[config.mk]
export PLATFORM = sky130hd
export DESIGN_NAME = lane_engine_flat
export DESIGN_NICKNAME = d
export VERILOG_FILES = /design/src/rtl/lane_engine_if.sv /design/src/rtl/lane_engine.sv /design/src/flat_wrapper.sv
export SDC_FILE = /design/constraint.sdc
export NUM_CORES = 1
export LEC_CHECK = 0
export ABC_CLOCK_PERIOD_IN_PS = 16300
export BUFFER_PORTS_ARGS = -buffer_cell sky130_fd_sc_hd__buf_4
export CORE_AREA = 2 2 324 326
export CTS_CLUSTER_SIZE = 14
export DETAILED_ROUTE_END_ITERATION = 10
export DIE_AREA = 0 0 326 328
export GPL_TIMING_DRIVEN = 0
export PLACE_DENSITY = 0.38
export SLEW_MARGIN = 30
export SYNTH_ARGS = -nofsm -noshare
export SYNTH_HDL_FRONTEND = slang
export SYNTH_SLANG_ARGS = --single-unit
export TNS_END_PERCENT = 10
[constraint.sdc]
create_clock -name clk -period 16.3 [get_ports clk]
set_clock_uncertainty 0.15 [all_clocks]
set_input_delay 0.815 -clock clk [delete_from_list [all_inputs] [get_ports clk]]
set_output_delay 0.815 -clock clk [all_outputs]
set_load 0.005 [all_outputs]
[src/rtl/lane_engine_if.sv]
// rtl/lane_engine_if.sv - control, press and display bundle between lane_engine and its neighbours
interface lane_engine_if #(
    parameter int LANES   = 4,
    parameter int DEPTH   = 100,
    parameter int SCORE_W = 10
);
    localparam int CW = $clog2(DEPTH + 1);

    logic                     step;
    logic                     running;
    logic [LANES*DEPTH-1:0]   pattern;
    logic [LANES-1:0]         press;
    logic [LANES*DEPTH-1:0]   lanes;
    logic [LANES-1:0]         head;
    logic [SCORE_W-1:0]       score;
    logic [LANES-1:0]         hit;
    logic [LANES-1:0]         miss;
    logic [CW-1:0]            step_count;
    logic                     done;

    modport master (
        output step, running, pattern, press,
        input  lanes, head, score, hit, miss, step_count, done
    );

    modport slave (
        input  step, running, pattern, press,
        output lanes, head, score, hit, miss, step_count, done
    );
endinterface

[src/rtl/lane_engine.sv]
// rtl/lane_engine.sv - multi-lane note scroller and press scorer for the rhythm game
module lane_engine #(
    parameter int LANES     = 4,
    parameter int DEPTH     = 100,
    parameter int SCORE_W   = 10,
    parameter int MAX_SCORE = 999
) (
    input  logic          clk,
    input  logic          resetn,
    lane_engine_if.slave  bus
);
    localparam int CW = $clog2(DEPTH + 1);
    // Wide enough to hold score plus the largest per-cycle swing without overflow.
    localparam int SW = SCORE_W + 6;
    localparam logic signed [SW-1:0] MAX_S = SW'(MAX_SCORE);

    localparam logic [1:0] S_IDLE  = 2'd0;
    localparam logic [1:0] S_PLAY  = 2'd1;
    localparam logic [1:0] S_PAUSE = 2'd2;
    localparam logic [1:0] S_DONE  = 2'd3;

    logic [1:0]               state;
    logic [LANES*DEPTH-1:0]   lanes_q;
    logic [SCORE_W-1:0]       score_q;
    logic [LANES-1:0]         hit_q;
    logic [LANES-1:0]         miss_q;
    logic [CW-1:0]            count_q;
    logic                     done_q;
    logic [LANES-1:0]         judged;
    logic [LANES-1:0]         press_q;

    logic [LANES-1:0]         head_w;
    logic [LANES-1:0]         lane_edge;
    logic [LANES-1:0]         hit_n;
    logic [LANES-1:0]         miss_n;
    logic [LANES-1:0]         judged_n;
    logic [LANES*DEPTH-1:0]   shifted;
    logic signed [SW-1:0]     delta;
    logic signed [SW-1:0]     sum;
    logic [SCORE_W-1:0]       score_n;

    // Judge presses against the pre-shift head, flag passed notes, and form the clamped score.
    always_comb begin
        lane_edge = bus.press & ~press_q;
        hit_n     = '0;
        miss_n    = '0;
        judged_n  = judged;
        head_w    = '0;
        shifted   = '0;
        delta     = '0;
        for (int l = 0; l < LANES; l++) begin
            head_w[l] = lanes_q[l*DEPTH];
            shifted[l*DEPTH +: DEPTH] = {1'b0, lanes_q[l*DEPTH+1 +: DEPTH-1]};
            if (lane_edge[l] && !judged[l]) begin
                if (head_w[l]) begin
                    hit_n[l] = 1'b1;
                end else begin
                    miss_n[l] = 1'b1;
                end
                judged_n[l] = 1'b1;
            end
            // A lane already judged this step (including by a press this cycle) cannot also be a passed note.
            if (bus.step && head_w[l] && !judged_n[l]) begin
                miss_n[l] = 1'b1;
            end
            delta = delta + $signed({{(SW-1){1'b0}}, hit_n[l]})
                          - $signed({{(SW-1){1'b0}}, miss_n[l]});
        end
        sum = $signed({{(SW-SCORE_W){1'b0}}, score_q}) + delta;
        if (sum[SW-1]) begin
            score_n = '0;
        end else if (sum > MAX_S) begin
            score_n = SCORE_W'(MAX_SCORE);
        end else begin
            score_n = sum[SCORE_W-1:0];
        end
    end

    // Song-level state machine; hit/miss default low so they are single-cycle pulses.
    always_ff @(posedge clk or posedge resetn) begin
        if (resetn) begin
            state   <= S_IDLE;
            lanes_q <= '0;
            score_q <= '0;
            hit_q   <= '0;
            miss_q  <= '0;
            count_q <= '0;
            done_q  <= 1'b0;
            judged  <= '0;
            press_q <= '0;
        end else begin
            press_q <= bus.press;
            hit_q   <= '0;
            miss_q  <= '0;
            case (state)
                S_IDLE: begin
                    score_q <= '0;
                    count_q <= '0;
                    judged  <= '0;
                    done_q  <= 1'b0;
                    if (bus.running) begin
                        lanes_q <= bus.pattern;
                        state   <= S_PLAY;
                    end
                end
                S_PLAY: begin
                    if (!bus.running) begin
                        state <= S_PAUSE;
                    end else begin
                        hit_q   <= hit_n;
                        miss_q  <= miss_n;
                        score_q <= score_n;
                        if (bus.step) begin
                            lanes_q <= shifted;
                            judged  <= '0;
                            count_q <= count_q + CW'(1);
                            if (count_q == CW'(DEPTH - 1)) begin
                                state  <= S_DONE;
                                done_q <= 1'b1;
                            end
                        end else begin
                            judged <= judged_n;
                        end
                    end
                end
                S_PAUSE: begin
                    if (bus.running) begin
                        state <= S_PLAY;
                    end
                end
                S_DONE: begin
                    if (!bus.running) begin
                        state   <= S_IDLE;
                        done_q  <= 1'b0;
                        score_q <= '0;
                        count_q <= '0;
                    end
                end
                default: state <= S_IDLE;
            endcase
        end
    end

    assign bus.lanes      = lanes_q;
    assign bus.head       = head_w;
    assign bus.score      = score_q;
    assign bus.hit        = hit_q;
    assign bus.miss       = miss_q;
    assign bus.step_count = count_q;
    assign bus.done       = done_q;
endmodule

[src/flat_wrapper.sv]
// flat-port wrapper written by rule: the top's interface ports become plain ports
module lane_engine_flat 
#(
    parameter int LANES     = 4,
    parameter int DEPTH     = 100,
    parameter int SCORE_W   = 10,
    parameter int MAX_SCORE = 999
)
  (clk, resetn, bus_step, bus_running, bus_pattern, bus_press, bus_lanes, bus_head, bus_score, bus_hit, bus_miss, bus_step_count, bus_done);
  lane_engine_if #(.LANES(LANES), .DEPTH(DEPTH), .SCORE_W(SCORE_W)) bus_i ();
  input  logic clk;
  input  logic resetn;
  input wire logic [$bits(bus_i.step)-1:0] bus_step;
  input wire logic [$bits(bus_i.running)-1:0] bus_running;
  input wire logic [$bits(bus_i.pattern)-1:0] bus_pattern;
  input wire logic [$bits(bus_i.press)-1:0] bus_press;
  output wire logic [$bits(bus_i.lanes)-1:0] bus_lanes;
  output wire logic [$bits(bus_i.head)-1:0] bus_head;
  output wire logic [$bits(bus_i.score)-1:0] bus_score;
  output wire logic [$bits(bus_i.hit)-1:0] bus_hit;
  output wire logic [$bits(bus_i.miss)-1:0] bus_miss;
  output wire logic [$bits(bus_i.step_count)-1:0] bus_step_count;
  output wire logic [$bits(bus_i.done)-1:0] bus_done;
  assign bus_i.step = bus_step;
  assign bus_i.running = bus_running;
  assign bus_i.pattern = bus_pattern;
  assign bus_i.press = bus_press;
  assign bus_lanes = bus_i.lanes;
  assign bus_head = bus_i.head;
  assign bus_score = bus_i.score;
  assign bus_hit = bus_i.hit;
  assign bus_miss = bus_i.miss;
  assign bus_step_count = bus_i.step_count;
  assign bus_done = bus_i.done;
  lane_engine #(.LANES(LANES), .DEPTH(DEPTH), .SCORE_W(SCORE_W), .MAX_SCORE(MAX_SCORE)) u_core (.clk(clk), .resetn(resetn), .bus(bus_i));
endmodule
Word-level counts from Yosys, hierarchy flattened
Index checks and enable logic that the tools add are counted.
{"block": "totals", "regBits": 436, "latchBits": 0, "ramBits": 0, "mem_bits_ro": 0, "inputBits": 408, "word_cells": 118, "mem_count": 0}
{"block": "op_classes", "addsub": 9, "n_mul": 0, "div_mod_pow": 0, "n_lt_le_gt_ge": 1, "n_eq_ne": 12, "shift": 0, "n_mux": 55, "bitwise": 2, "reduce_logical": 30}
{"operator": "$mux 400", "count": 3}
{"operator": "$pmux 400 s2", "count": 1}
{"operator": "$add 16x2->16", "count": 3}
{"operator": "$sub 16x2->16", "count": 3}
{"operator": "$mux 10", "count": 4}
{"operator": "$pmux 10 s3", "count": 1}
{"operator": "$mux 1", "count": 28}
{"operator": "$mux 4", "count": 6}
{"operator": "$mux 7", "count": 3}
{"operator": "$pmux 7 s3", "count": 1}
{"operator": "$add 11x16->16", "count": 1}
{"operator": "$gt 16x11->1 const B", "count": 1}
{"operator": "$logic_and 1x1->1", "count": 12}
{"operator": "$reduce_and 4->1", "count": 3}
{"operator": "$mux 2", "count": 5}
{"operator": "$logic_not 1->1", "count": 8}
{"operator": "$ne 2x2->1 const B", "count": 4}
{"operator": "$pmux 4 s2", "count": 1}
{"operator": "$add 7x1->7 const B", "count": 1}
{"operator": "$eq 7x7->1 const B", "count": 1}
{"operator": "$pmux 2 s3", "count": 1}
{"operator": "$reduce_and 5->1", "count": 1}
{"operator": "$and 4x4->4", "count": 1}
{"operator": "$eq 2x2->1 const B", "count": 2}
{"operator": "other kinds (13)", "count": 14}

Depth between registers and ports, before layout
{"block": "logic_depth", "word_depth": 20, "mapped_depth": 20}

Worst setup path before layout
No wires, ideal clock.
{"block": "synth_path", "path_kind": "in2reg", "startpoint": "in bus_press[3]", "endpoint": "reg u_core.score_q[3] (netlist: u_core.bus.score[3])", "t_arrival_ns": 4.937, "required_time_ns": 16.028, "setup_slack_ns": 11.092, "cell_stages": 15, "cell_sequence": "nor2b_1 nand3_1 fa_1 inv_1 fa_1 fa_1 ha_1 fa_1 buf_4 a211oi_2 o31ai_4 o31ai_1 xnor2_1 or4b_4 a32o_1"}
{"block": "synth_via", "elab_chain_len": 13, "word_cells_on_any_way": 16, "classes_between": "add/sub (3); order compare (1); mux (8); bitwise (1); reduce/logical (3)"}
{"item": "from (decl)", "line_no": "flat_wrapper.sv:16", "rtl": "input wire logic [$bits(bus_i.press)-1:0] bus_press;"}
{"item": "$and 4x4->4 (*)", "line_no": "lane_engine.sv:44", "rtl": "lane_edge = bus.press & ~press_q;"}
{"item": "$logic_and 1x1->1 (*)", "line_no": "lane_engine.sv:54", "rtl": "if (lane_edge[l] && !judged[l]) begin"}
{"item": "parallel branches: the longest is 4 deep, another holds $add 16x2->16"}
{"item": "$sub 16x2->16 (*)", "line_no": "lane_engine.sv:67", "rtl": "- $signed({{(SW-1){1'b0}}, miss_n[l]});"}
{"item": "$add 11x16->16 (*)", "line_no": "lane_engine.sv:69", "rtl": "sum = $signed({{(SW-SCORE_W){1'b0}}, score_q}) + delta;"}
{"item": "$gt 16x11->1", "line_no": "lane_engine.sv:72", "rtl": "end else if (sum > MAX_S) begin"}
{"item": "$mux 10", "line_no": "lane_engine.sv:72"}
{"item": "$mux 10 (*)", "line_no": "lane_engine.sv:70", "rtl": "if (sum[SW-1]) begin"}
{"item": "$mux 10 (*)", "line_no": "lane_engine.sv:107", "rtl": "if (!bus.running) begin"}
{"item": "$pmux 10 s3 (*)", "line_no": "lane_engine.sv:95", "rtl": "case (state)"}
{"item": "to (signal assigned)", "line_no": "lane_engine.sv:112", "rtl": "score_q <= score_n;"}
{"item": "to (decl)", "line_no": "lane_engine.sv:24", "rtl": "logic [SCORE_W-1:0] score_q;"}
Every way passes the cells marked *. The select of a mux whose other input is x is not followed.
A chain may end at the register's enable or synchronous reset.

Worst setup path after layout
{"block": "layout_path", "startpoint": "reg u_core.lanes_q[100] (netlist: u_core.bus.lanes[100])", "endpoint": "reg u_core.score_q[4] (netlist: u_core.bus.score[4])"}
{"block": "layout_via", "elab_chain_len": 14, "word_cells_on_any_way": 19, "classes_between": "add/sub (7); order compare (1); mux (9); reduce/logical (2)"}
{"item": "from (decl)", "line_no": "lane_engine.sv:23", "rtl": "logic [LANES*DEPTH-1:0] lanes_q;"}
{"item": "from (signal assigned)", "line_no": "lane_engine.sv:102", "rtl": "lanes_q <= bus.pattern;"}
{"item": "from (signal assigned)", "line_no": "lane_engine.sv:114", "rtl": "lanes_q <= shifted;"}
{"item": "$mux 1 / $logic_and 1x1->1 (equally long branches)", "line_no": "lane_engine.sv:55, lane_engine.sv:63"}
{"item": "$mux 1 / $logic_and 1x1->1 (equally long branches)", "line_no": "lane_engine.sv:54, lane_engine.sv:63"}
{"item": "$add 16x2->16 / $mux 1 (equally long branches)", "line_no": "lane_engine.sv:66, lane_engine.sv:63"}
{"item": "$sub 16x2->16 (*)", "line_no": "lane_engine.sv:67"}
{"item": "$add 16x2->16 (*)", "line_no": "lane_engine.sv:66", "rtl": "delta = delta + $signed({{(SW-1){1'b0}}, hit_n[l]})"}
{"item": "$sub 16x2->16 (*)", "line_no": "lane_engine.sv:67"}
{"item": "$add 16x2->16 (*)", "line_no": "lane_engine.sv:66"}
{"item": "$sub 16x2->16 (*)", "line_no": "lane_engine.sv:67"}
{"item": "$add 11x16->16 (*)", "line_no": "lane_engine.sv:69"}
{"item": "$gt 16x11->1", "line_no": "lane_engine.sv:72"}
{"item": "$mux 10", "line_no": "lane_engine.sv:72"}
{"item": "$mux 10 (*)", "line_no": "lane_engine.sv:70"}
{"item": "$mux 10 (*)", "line_no": "lane_engine.sv:107"}
{"item": "$pmux 10 s3 (*)", "line_no": "lane_engine.sv:95"}
Every way passes the cells marked *; elsewhere a longest branch is shown, timed or not. The select of a mux whose other input is x is not followed.

==> impl_results.rst <==
.. list-table::
   :header-rows: 1

   * - Metric
     - Value
   * - Outcome
     - finished clean
   * - RD Place Congestion
     - 0.904
   * - Core box area
     - approximately 100,000 µm²
   * - Fin util
     - 29.9%
   * - Antenna violation net count after detailed routing
     - 0
   * - Start of the worst register-to-register path
     - u_core.bus.lanes[100]$_DFFE_PP0P_
   * - Startpoint types
     - flop
   * - Initial Util
     - approximately a fifth
   * - Delay of the slowest cell on the worst path
     - between 0.6 and 0.7 ns
   * - Total GRT Usage
     - ~18%
   * - Nets in the synthesized netlist
     - between 2,000 and 2,500
   * - Largest fanout on the critical path
     - 7
   * - Layout cells sized above 1
     - approximately a third
   * - Final #Nets
     - around 3,400
   * - R2r setup slk
     - roughly 11 ns
   * - Cell-internal power
     - 2.85 mW
   * - CTS resizes
     - 0
   * - Slew Limit Fails
     - 0
   * - Dominant synthesized flop cell
     - sky130_fd_sc_hd__dfrtp_1
   * - Site Rows
     - approximately 120
   * - Clock transition at path regs
     - 0.06 ns
   * - Number of max-cap violations
     - 0
   * - Flop pwr share
     - a little over a third
   * - Worst-case reg-to-reg path depth
     - 14
   * - GR Overflow Total
     - 0
   * - Clock group share of total power
     - 29.3%
   * - Kind of capture point of the worst setup path
     - flop
   * - Placed standard-cell area
     - roughly 29,000 µm²
   * - Number of clock buffers inserted by TritonCTS
     - 55
   * - Worst slack after detailed placement
     - ~11 ns
   * - Switching fraction of total power
     - 35.6%
   * - Seq/Total Area, Yosys
     - about 53%
   * - Post-CTS Hold Buffers
     - 1
   * - Setup repair after global routing missed its margin
     - false
   * - Cell family with the largest share of critical-path delay
     - adder cells
   * - Area added between synthesis and finish
     - 49.1%
   * - Arrival time of data at the critical path endpoint
     - 5.64 ns
   * - Post-route cell area
     - roughly 31,000 µm²
   * - Hold Fails Final Rpt
     - 0
   * - Residual DRC count
     - 0
   * - Horiz. Die Dim
     - about 330 µm
   * - Sequential cell area
     - 10,900 µm²
   * - Cell count of the worst hold path
     - 1
   * - Total leakage power
     - approximately 16 nW
   * - Worst-path cell chain
     - nand3_1 > fa_1 > inv_1 > fa_1 > fa_1 > ha_1 > fa_1 > buf_4 > a211oi_2 > o31ai_4 > o31ai_1 > xnor2_1 > or4b_4 > a32o_1
   * - Die Y-Extent
     - 328 µm
   * - Average vias per placed instance
     - about 4.3
   * - Power density cells
     - ~140 nW/µm²
   * - Vias in the first global route
     - 19,800
   * - Smallest hold slack
     - 0.156 ns
   * - Number of top-level pins
     - 838
   * - Most area-hungry cell type in the Yosys netlist
     - sky130_fd_sc_hd__dfrtp_1
   * - Setup Fix Bufs, Post-CTS
     - 0
   * - Net load switching power
     - around 1.6 mW
   * - Min-delay worst type
     - in -> reg
   * - Netlist Area Pre-Place
     - between 20,000 and 25,000 µm²
   * - Hold path start
     - bus_press[1]
   * - Average wire length per cell after detail routing
     - roughly 23 µm
   * - Final total power
     - 4.42 mW
   * - Routed WL
     - 100,000 µm
   * - Multi-input gate area
     - 9020 µm²
   * - Cells after synthesis
     - just over 2,000
   * - Slew headroom
     - a little over a third
   * - Buffers plus inverters on the worst setup path
     - 2
   * - Wire length of the first global-routing pass
     - ~140,000 µm
   * - Worst min-delay path endpoint
     - u_core.press_q[1]$_DFF_PP0_
   * - Total Die Area
     - 107,000 µm²
   * - Pin count of the biggest net entering global routing
     - between 80 and 90
   * - Total number of vias
     - ~19,000
   * - CTS max path bufs
     - 3
   * - Peak supply drop
     - ~78 µV
   * - Initial DRC Count
     - 937
   * - H-tree levels
     - 2
   * - Logic pwr share
     - ~35%
   * - Clock tree root buffer cell
     - sky130_fd_sc_hd__clkbuf_16
   * - DPL Wire Length
     - ~80,000 µm
   * - Buffers added on ports
     - 837
   * - Number of enable flip-flop cells after synthesis
     - 0
   * - Number of antenna violations at the first check in global routing
     - 28
   * - Cell types with the largest area share after synthesis
     - sky130_fd_sc_hd__dfrtp_1 53%, sky130_fd_sc_hd__mux2i_1 19%, sky130_fd_sc_hd__o21ai_0 9.9%
   * - Register bit count reported by yosys
     - roughly 440
   * - Worst-skew pair later-pin latency
     - ~0.64 ns
   * - Post-layout minimum cycle time
     - approximately 5.3 ns
   * - Share of synthesized flip-flops with an asynchronous set or reset
     - 100%
   * - Critical register-to-register path endpoint
     - u_core.bus.score[4]$_DFFE_PP0P_
   * - Clock tree from TritonCTS
     - built
   * - Layout fillers
     - between 10,000 and 15,000
   * - Slew @ Worst Pin
     - 0.955 ns
   * - CTS sink count
     - 436
   * - Commonest cells in the netlist
     - 436 x sky130_fd_sc_hd__dfrtp_1, 430 x sky130_fd_sc_hd__nand2_1, 412 x sky130_fd_sc_hd__o21ai_0
   * - Worst path slowest cell
     - sky130_fd_sc_hd__dfrtp_1
   * - Dominant cell type by count on the critical path
     - sky130_fd_sc_hd__fa_1
   * - Library cells used by synthesis
     - 50
   * - Required time of the critical path
     - about 17 ns
   * - Post-route clock period utilization
     - between 30% and 40%
   * - Class of the most critical setup path
     - reg -> reg
   * - Post-synthesis area per instance
     - approximately 10 µm²
   * - Achievable frequency
     - between 150 and 200 MHz
   * - Most instantiated library cell after synthesis
     - sky130_fd_sc_hd__dfrtp_1
   * - Portion of synthesized cell area occupied by the leading cell type
     - a little over half
   * - Setup violators final
     - 0
   * - Number of optimization iterations in the first detailed-route pass
     - 5
   * - Yosys synthesis warning count
     - 0
   * - Minimum setup slack in the final design
     - 11.02 ns
layout make-up:
class                      instances  share of cell area [%]
sequential                       436                    35.3
multi-input combinational       1408                    29.2
timing repair buffer             846                    21.0
tap                             1380                    5.59
clock buffer                      85                    5.47
buffer                           147                    1.99
clock inverter                    15                   0.652
inverter                          49                   0.620
antenna                           19                   0.154
cell families after synthesis:
group                      count (synthesis)  synth area share (%)
adders and majority gates                 34                  2.31
and+or+nand+nor                          498                  9.59
buffers and inverters                    196                  3.83
DFF                                      436                  52.6
xor gates and xnor gates                  13                 0.549
muxes                                    398                  19.2
AOI/OAI and AO/OA                        465                  11.9
flip-flops by register name (all words and copies together), names as in the netlist, 2 cells and up:
signal / cells
u_core.bus.lanes: 400
u_core.bus.score: 10
u_core.bus.step_count: 7
u_core.bus.hit: 4
u_core.bus.miss: 4
u_core.judged: 4
u_core.press_q: 4
u_core.state: 2
metal layers:
layer	vias up	routed length, µm	global-route usage, %
met3	143	6080	4.93
met5	-	75	0
met4	10	3360	7.31
met2	557	50000	30.6
li1	8862	-	-
met1	9369	40400	21.4
power groups by stage:
stage	Clock, mW	Combinational [mW]	Sequential [mW]
6_report	1.30	1.53	1.60
5_1_grt	1.39	1.69	1.63
4_1_cts	1.35	1.56	1.60
3_5_place_dp	0	1.55	1.61
3_3_place_gp	0	1.54	1.61
2_1_floorplan	0	0.719	1.55
worst register-to-register path, delay by kind of cell, from the launching register on:
kind,cells,cell delay (ns)
buf+inv,2,0.23
fa+ha+maj,5,2.12
xor+xnor,1,0.20
simple gates,2,0.79
compound gates,4,1.04
flops,1,0.63
metrics by stage:
stage | TNS (ns) | std cells
after global routing | 0 | 4385
after detailed placement | 0 | 4264
after floorplan | 0 | 2040
after global placement | -1443.47 | 4257
after CTS | 0 | 4365
final | 0 | 4385
layout by cell type (no fill, tap or decap), types with 3 or more instances in the layout:
master	n
sky130_fd_sc_hd__nand3_1	9
sky130_fd_sc_hd__o21ai_0	412
sky130_fd_sc_hd__buf_1	31
sky130_fd_sc_hd__a21o_1	3
sky130_fd_sc_hd__clkbuf_16	55
sky130_fd_sc_hd__buf_4	844
sky130_fd_sc_hd__clkbuf_1	95
sky130_fd_sc_hd__inv_1	48
sky130_fd_sc_hd__nor2_1	21
sky130_fd_sc_hd__clkinv_2	7
sky130_fd_sc_hd__dfrtp_1	436
sky130_fd_sc_hd__nand4_1	5
sky130_fd_sc_hd__fa_1	7
sky130_fd_sc_hd__xnor2_1	4
sky130_fd_sc_hd__mux2i_1	398
sky130_fd_sc_hd__nor2b_1	9
sky130_fd_sc_hd__nor3_1	5
sky130_fd_sc_hd__o21a_1	3
sky130_fd_sc_hd__diode_2	19
sky130_fd_sc_hd__nor3b_1	5
sky130_fd_sc_hd__a22o_1	4
sky130_fd_sc_hd__clkbuf_2	3
sky130_fd_sc_hd__xor2_1	9
sky130_fd_sc_hd__ha_1	27
sky130_fd_sc_hd__nand2b_1	6
sky130_fd_sc_hd__buf_16	6
sky130_fd_sc_hd__clkbuf_8	21
sky130_fd_sc_hd__o22ai_1	5
sky130_fd_sc_hd__bufinv_16	4
sky130_fd_sc_hd__nand2_1	430
sky130_fd_sc_hd__buf_2	20
sky130_fd_sc_hd__a21oi_1	13
worst max-delay path by stage:
stage	start	to	slack (ns)	cells past startpoint
floorplan	resetn	u_core.bus.done$_DFFE_PP0P_	3.19	1
finish	u_core.bus.lanes[100]$_DFFE_PP0P_	u_core.bus.score[4]$_DFFE_PP0P_	11.02	14
detailed placement	bus_press[3]	u_core.bus.score[4]$_DFFE_PP0P_	10.58	16
global route	u_core.bus.lanes[100]$_DFFE_PP0P_	u_core.bus.score[4]$_DFFE_PP0P_	10.85	14
global placement	resetn	u_core.bus.lanes[181]$_DFFE_PP0P_	-3.41	2
CTS	u_core.bus.lanes[100]$_DFFE_PP0P_	u_core.bus.score[4]$_DFFE_PP0P_	11.01	14
(Power assumes the default switching activity.)
